## src/rtl/timer_count_core_if.sv

```systemverilog
// Command and display bundle between the stopwatch controller and the MM:SS timer datapath.
// master drives the command and button lines; slave drives the BCD digits and status flags.
interface timer_count_core_if;
   logic       enableCounter;
   logic       forward;
   logic       resetTimer;
   logic       segDemand;
   logic       minDemand;
   logic [3:0] secUnits;
   logic [2:0] secTens;
   logic [3:0] minUnits;
   logic [2:0] minTens;
   logic       tick;
   logic       timeUp;

   modport master (
      output enableCounter, forward, resetTimer, segDemand, minDemand,
      input  secUnits, secTens, minUnits, minTens, tick, timeUp
   );

   modport slave (
      input  enableCounter, forward, resetTimer, segDemand, minDemand,
      output secUnits, secTens, minUnits, minTens, tick, timeUp
   );
endinterface

```

## src/rtl/timer_count_core.sv

```systemverilog
// MM:SS BCD timer: button-driven upward edits in set mode, 1 Hz countdown in run mode.
// All outputs come straight from registers.
module timer_count_core #(
   parameter int TICK_DIV = 100_000_000
) (
   input  logic               clk,
   input  logic               reset,
   timer_count_core_if.slave  if_tmr
);
   localparam int            PW     = (TICK_DIV > 1) ? $clog2(TICK_DIV) : 1;
   localparam logic [PW-1:0] P_LAST = PW'(TICK_DIV - 1);

   typedef enum logic [1:0] {MODE_IDLE, MODE_SET, MODE_RUN} mode_t;

   logic          r_seg_prev, r_min_prev;
   logic [3:0]    r_sec_u, r_min_u;
   logic [2:0]    r_sec_t, r_min_t;
   logic [PW-1:0] r_presc;
   logic          r_tick, r_time_up;

   mode_t         w_mode;
   logic          w_seg_edge, w_min_edge, w_sec_nz, w_min_nz;
   logic [3:0]    w_sec_u_next, w_min_u_next;
   logic [2:0]    w_sec_t_next, w_min_t_next;
   logic [PW-1:0] w_presc_next;
   logic          w_tick_next, w_time_up_next;

   assign w_seg_edge = if_tmr.segDemand & ~r_seg_prev;
   assign w_min_edge = if_tmr.minDemand & ~r_min_prev;
   assign w_sec_nz   = (r_sec_u != 4'd0) || (r_sec_t != 3'd0);
   assign w_min_nz   = (r_min_u != 4'd0) || (r_min_t != 3'd0);

   always_comb begin
      w_mode = MODE_IDLE;
      if (if_tmr.enableCounter)
         w_mode = if_tmr.forward ? MODE_SET : MODE_RUN;
   end

   always_comb begin
      w_sec_u_next   = r_sec_u;
      w_sec_t_next   = r_sec_t;
      w_min_u_next   = r_min_u;
      w_min_t_next   = r_min_t;
      w_presc_next   = r_presc;
      w_time_up_next = r_time_up;
      w_tick_next    = 1'b0;
      if (if_tmr.resetTimer) begin
         w_sec_u_next   = 4'd0;
         w_sec_t_next   = 3'd0;
         w_min_u_next   = 4'd0;
         w_min_t_next   = 3'd0;
         w_presc_next   = '0;
         w_time_up_next = 1'b0;
      end else begin
         case (w_mode)
            MODE_SET: begin
               // Seconds wrap 59->00 on their own; no carry into minutes while editing.
               w_presc_next = '0;
               if (w_seg_edge) begin
                  if (r_sec_u == 4'd9) begin
                     w_sec_u_next = 4'd0;
                     w_sec_t_next = (r_sec_t == 3'd5) ? 3'd0 : r_sec_t + 3'd1;
                  end else begin
                     w_sec_u_next = r_sec_u + 4'd1;
                  end
               end
               if (w_min_edge) begin
                  if (r_min_u == 4'd9) begin
                     w_min_u_next = 4'd0;
                     w_min_t_next = (r_min_t == 3'd5) ? 3'd0 : r_min_t + 3'd1;
                  end else begin
                     w_min_u_next = r_min_u + 4'd1;
                  end
               end
               if (w_seg_edge || w_min_edge)
                  w_time_up_next = 1'b0;
            end
            MODE_RUN: begin
               if (r_presc == P_LAST) begin
                  w_presc_next = '0;
                  w_tick_next  = 1'b1;
                  if (w_sec_nz) begin
                     if (r_sec_u == 4'd0) begin
                        w_sec_u_next = 4'd9;
                        w_sec_t_next = r_sec_t - 3'd1;
                     end else begin
                        w_sec_u_next = r_sec_u - 4'd1;
                     end
                     if (!w_min_nz && r_sec_t == 3'd0 && r_sec_u == 4'd1)
                        w_time_up_next = 1'b1;
                  end else if (w_min_nz) begin
                     w_sec_u_next = 4'd9;
                     w_sec_t_next = 3'd5;
                     if (r_min_u == 4'd0) begin
                        w_min_u_next = 4'd9;
                        w_min_t_next = r_min_t - 3'd1;
                     end else begin
                        w_min_u_next = r_min_u - 4'd1;
                     end
                  end else begin
                     // Already at 00:00: hold the digits but still step and flag expiry.
                     w_time_up_next = 1'b1;
                  end
               end else begin
                  w_presc_next = r_presc + PW'(1);
               end
            end
            default: ;
         endcase
      end
   end

   always_ff @(posedge clk or posedge reset) begin
      if (reset) begin
         r_seg_prev <= 1'b0;
         r_min_prev <= 1'b0;
         r_sec_u    <= 4'd0;
         r_sec_t    <= 3'd0;
         r_min_u    <= 4'd0;
         r_min_t    <= 3'd0;
         r_presc    <= '0;
         r_tick     <= 1'b0;
         r_time_up  <= 1'b0;
      end else begin
         r_seg_prev <= if_tmr.segDemand;
         r_min_prev <= if_tmr.minDemand;
         r_sec_u    <= w_sec_u_next;
         r_sec_t    <= w_sec_t_next;
         r_min_u    <= w_min_u_next;
         r_min_t    <= w_min_t_next;
         r_presc    <= w_presc_next;
         r_tick     <= w_tick_next;
         r_time_up  <= w_time_up_next;
      end
   end

   assign if_tmr.secUnits = r_sec_u;
   assign if_tmr.secTens  = r_sec_t;
   assign if_tmr.minUnits = r_min_u;
   assign if_tmr.minTens  = r_min_t;
   assign if_tmr.tick     = r_tick;
   assign if_tmr.timeUp   = r_time_up;
endmodule

```

## src/flat_wrapper.sv

```systemverilog
// flat-port wrapper written by rule: the top's interface ports become plain ports
module timer_count_core_flat 
#(
   parameter int TICK_DIV = 100_000_000
)
  (clk, reset, if_tmr_enableCounter, if_tmr_forward, if_tmr_resetTimer, if_tmr_segDemand, if_tmr_minDemand, if_tmr_secUnits, if_tmr_secTens, if_tmr_minUnits, if_tmr_minTens, if_tmr_tick, if_tmr_timeUp);
  timer_count_core_if if_tmr_i ();
  input  logic clk;
  input  logic reset;
  input wire logic [$bits(if_tmr_i.enableCounter)-1:0] if_tmr_enableCounter;
  input wire logic [$bits(if_tmr_i.forward)-1:0] if_tmr_forward;
  input wire logic [$bits(if_tmr_i.resetTimer)-1:0] if_tmr_resetTimer;
  input wire logic [$bits(if_tmr_i.segDemand)-1:0] if_tmr_segDemand;
  input wire logic [$bits(if_tmr_i.minDemand)-1:0] if_tmr_minDemand;
  output wire logic [$bits(if_tmr_i.secUnits)-1:0] if_tmr_secUnits;
  output wire logic [$bits(if_tmr_i.secTens)-1:0] if_tmr_secTens;
  output wire logic [$bits(if_tmr_i.minUnits)-1:0] if_tmr_minUnits;
  output wire logic [$bits(if_tmr_i.minTens)-1:0] if_tmr_minTens;
  output wire logic [$bits(if_tmr_i.tick)-1:0] if_tmr_tick;
  output wire logic [$bits(if_tmr_i.timeUp)-1:0] if_tmr_timeUp;
  assign if_tmr_i.enableCounter = if_tmr_enableCounter;
  assign if_tmr_i.forward = if_tmr_forward;
  assign if_tmr_i.resetTimer = if_tmr_resetTimer;
  assign if_tmr_i.segDemand = if_tmr_segDemand;
  assign if_tmr_i.minDemand = if_tmr_minDemand;
  assign if_tmr_secUnits = if_tmr_i.secUnits;
  assign if_tmr_secTens = if_tmr_i.secTens;
  assign if_tmr_minUnits = if_tmr_i.minUnits;
  assign if_tmr_minTens = if_tmr_i.minTens;
  assign if_tmr_tick = if_tmr_i.tick;
  assign if_tmr_timeUp = if_tmr_i.timeUp;
  timer_count_core #(.TICK_DIV(TICK_DIV)) u_core (.clk(clk), .reset(reset), .if_tmr(if_tmr_i));
endmodule
```

## config.mk

```make
export PLATFORM = sky130hd
export DESIGN_NAME = timer_count_core_flat
export DESIGN_NICKNAME = d
export VERILOG_FILES = /design/src/rtl/timer_count_core_if.sv /design/src/rtl/timer_count_core.sv /design/src/flat_wrapper.sv
export SDC_FILE = /design/constraint.sdc
export NUM_CORES = 1
export LEC_CHECK = 0
export CAP_MARGIN = 20
export CORE_UTILIZATION = 30
export DETAILED_ROUTE_END_ITERATION = 8
export PLACE_DENSITY = 0.44
export SETUP_SLACK_MARGIN = 0.02
export SYNTH_ARGS = -nofsm -noshare
export SYNTH_HDL_FRONTEND = slang
export SYNTH_SLANG_ARGS = --single-unit
```

## constraint.sdc

```tcl
create_clock -name clk -period 4.3 [get_ports clk]
set_input_delay 1.075 -clock clk [delete_from_list [all_inputs] [get_ports clk]]
set_output_delay 1.075 -clock clk [all_outputs]
set_load 0.02 [all_outputs]
```

==> run metrics <==
most frequent cells in the layout 45 x dfrtp_1, 42 x nor2_1, 22 x clkdlybuf4s50_1; ratio of cells with drive above 1 in the final layout 0.0771; Peak Freq 302 MHz; clock latency on the worst-skew pair 0.31 ns; via count 2466; Die W 101 µm; drt total wl 7260 µm; Avg Cell Area, Syn 8.86 µm²; vias in the first global route 2288; Core Rows 35; register bit total from synthesis 45; hold buffer count at cts 0; post-synthesis instance total 334; vias per cell 5.15; Min-Delay Path Depth 1; commonest non-fill, non-tap cell in the layout dfrtp_1; crit start category input pin; DIE HEIGHT 101 µm; Clock Tree Buf Depth 2; DRT antenna net count 0; first-pass GRT wire length 12100 µm; Post-DP HPWL 5020 µm; Final Critical Period 3.31 ns; sequential fraction of the synthesis area 0.381; CTS tree yes; Worst setup EP type register; Power Density 390 nW/µm²; final setup skew 0.0116 ns; proportion of netlist area held by the largest area contributor 0.381; net count after synthesis 355; area leader, netlist dfrtp_1; async set-or-reset flop fraction in the synthesized netlist 1.00; footprint of the multi-input gates 1680 µm²; Top Ports 23; GPL Wtd Cong 0.776; CP Max Fanout 14; period utilization 0.769; Reg2Reg Depth 5; wire length per cell 15.2 µm; RSZ-0062 raised after global routing false; initial antenna violation count 0; starting DRC count in detailed routing 138; synth unique cells 58; setup TNS 0 ns; fillcell total 987; First-pass DRT Iterations 4; worst reg2reg endpoint u_core.if_tmr.secUnits[1]; clk root buf clkbuf_8; CTS Sinks 45; Port Buffers 22; Mapped Area 2960 µm²; slew at the pin with the worst max-slew slack 0.583 ns; Core Region 9420 µm²; worst hold path type register to register; non-filler cells, final 479; post-CTS sizing 0; Initial Util 0.314; grt total ovfl 0; Final Setup Violations 0; Yosys Warn Count 0; largest net degree at the start of global routing 46; placed cell count 470; worst path required time 4.49 ns; number of remaining DRC errors 0; crit path capture u_core.if_tmr.minUnits[1]; Final Hold Violating Endpoints 0; Layout area overhead 15.5%; die area 10300 µm²; Reg area 1130 µm²; leakage 1.33 nW; H-tree depth 2; Max-Slew Margin vs Limit 0.611; register clock-pin slew on the reported worst setup and hold paths 0.09 ns; reg2reg start u_core.if_tmr.minUnits[0]; Slew Viols, Final 0; CP Data Arrival Time 3.50 ns; status completed; R2R setup slack 1.94 ns; TritonCTS Buffers 5; ys flop type dfrtp_1; Total GRT Usage 0.152; # diodes 0; number of flops mapped to enable cells by yosys 0; post-CTS setup buffer count 0; top cells by area, synth dfrtp_1 38%, ha_1 5.9%, xnor2_1 5.9%; Nets 370; Peak supply drop 0.000195 V; max cap viols 0; Crit Path Category input pin to register; crit path launch if_tmr_enableCounter
-- state kept, by name (all words and copies together) (netlist names) --
register	cells
u_core.r_presc	27
u_core.if_tmr.minUnits	4
u_core.if_tmr.secUnits	4
u_core.if_tmr.minTens	3
u_core.if_tmr.secTens	3
u_core.if_tmr.tick	1
u_core.if_tmr.timeUp	1
u_core.r_min_prev	1
u_core.r_seg_prev	1
-- report_power, final --
part	total [W]	internal [W]	switching (W)
Combinational	0.000459	0.000208	0.000252
Sequential	0.000541	0.000461	0.0000799
Clock	0.000332	0.000175	0.000157
Total	0.00133	0.000843	0.000489
-- how the worst min path moves through the flow --
stage	from	to	slack [ns]
after floorplan	u_core.r_presc[26]	u_core.r_presc[26]	0.50
after global placement	u_core.r_presc[26]	u_core.r_presc[26]	0.54
after detailed placement	u_core.if_tmr.timeUp	u_core.if_tmr.timeUp	0.53
after CTS	u_core.if_tmr.timeUp	u_core.if_tmr.timeUp	0.56
after global routing	u_core.if_tmr.timeUp	u_core.if_tmr.timeUp	0.59
final	u_core.if_tmr.timeUp	u_core.if_tmr.timeUp	0.56
-- synth_stat cells (all sizes together) (2+ instances only) --
cell type	count
nor3	18
nand4	6
a211o	2
a22o	3
and3	9
a21oi	10
or4	2
nor2	42
ha	14
o21ai	22
inv	16
nand4b	2
o2111ai	2
or2	3
o32a	2
nand2	12
clkbuf	13
o41ai	2
nand3	13
nor4b	2
o21a	2
nand2b	5
buf	7
or3	5
o31ai	9
nor4	6
and2	2
a31oi	6
dfrtp	45
xnor2	20
mux2	4
mux2i	4
a211oi	3
nor2b	6
-- layout make-up --
| cell class | instances | area share |
|---|---|---|
| timing repair buffer | 28 | 0.0813 |
| sequential | 45 | 0.330 |
| clock buffer | 6 | 0.0212 |
| clock inverter | 2 | 0.0114 |
| inverter | 16 | 0.0176 |
| tap | 129 | 0.0472 |
| multi-input combinational | 253 | 0.492 |
-- cells by family (layout without fill, tap and decap cells) --
family                   Yosys count  count (layout)  share of synthesized area
XOR/XNOR                          21              21                     0.0622
flip-flops                        45              45                      0.381
adder cells (fa/ha/maj)           14              14                     0.0592
multiplexers                       8               8                     0.0288
AND/OR/NAND/NOR                  137             137                      0.242
AO/OA/AOI/OAI                     73              73                      0.176
buffers and inverters             36              52                     0.0512
-- through the flow --
step / worst slack, ns / hold slack (ns) / power (W) / area (µm²) / utilization
finish: 0.994 / 0.556 / 0.00133 / 3420 / 0.363
floorplan: 1.67 / 0.502 / 0.000846 / 2960 / -
global route: 0.771 / 0.590 / 0.00143 / 3420 / 0.363
detailed placement: 0.677 / 0.532 / 0.00101 / 3290 / 0.349
global placement: 0.701 / 0.538 / 0.00101 / 3290 / 0.349
CTS: 0.990 / 0.557 / 0.00135 / 3400 / 0.361
-- layer usage --
layer / GRT usage / part of all wire
met1: 0.238 / 0.54
met2: 0.214 / 0.42
met3: 0.0248 / 0.027
met4: 0.0368 / 0.011
met5: 0 / 0
-- critical path: stages --
cell	delay (ns)
clkdlybuf4s50_1	0.78
o21ai_0	0.16
or4_1	0.44
o21a_1	0.36
nor2_1	0.31
mux2_2	0.37
Note: power is estimated with default switching activity, not from simulation.
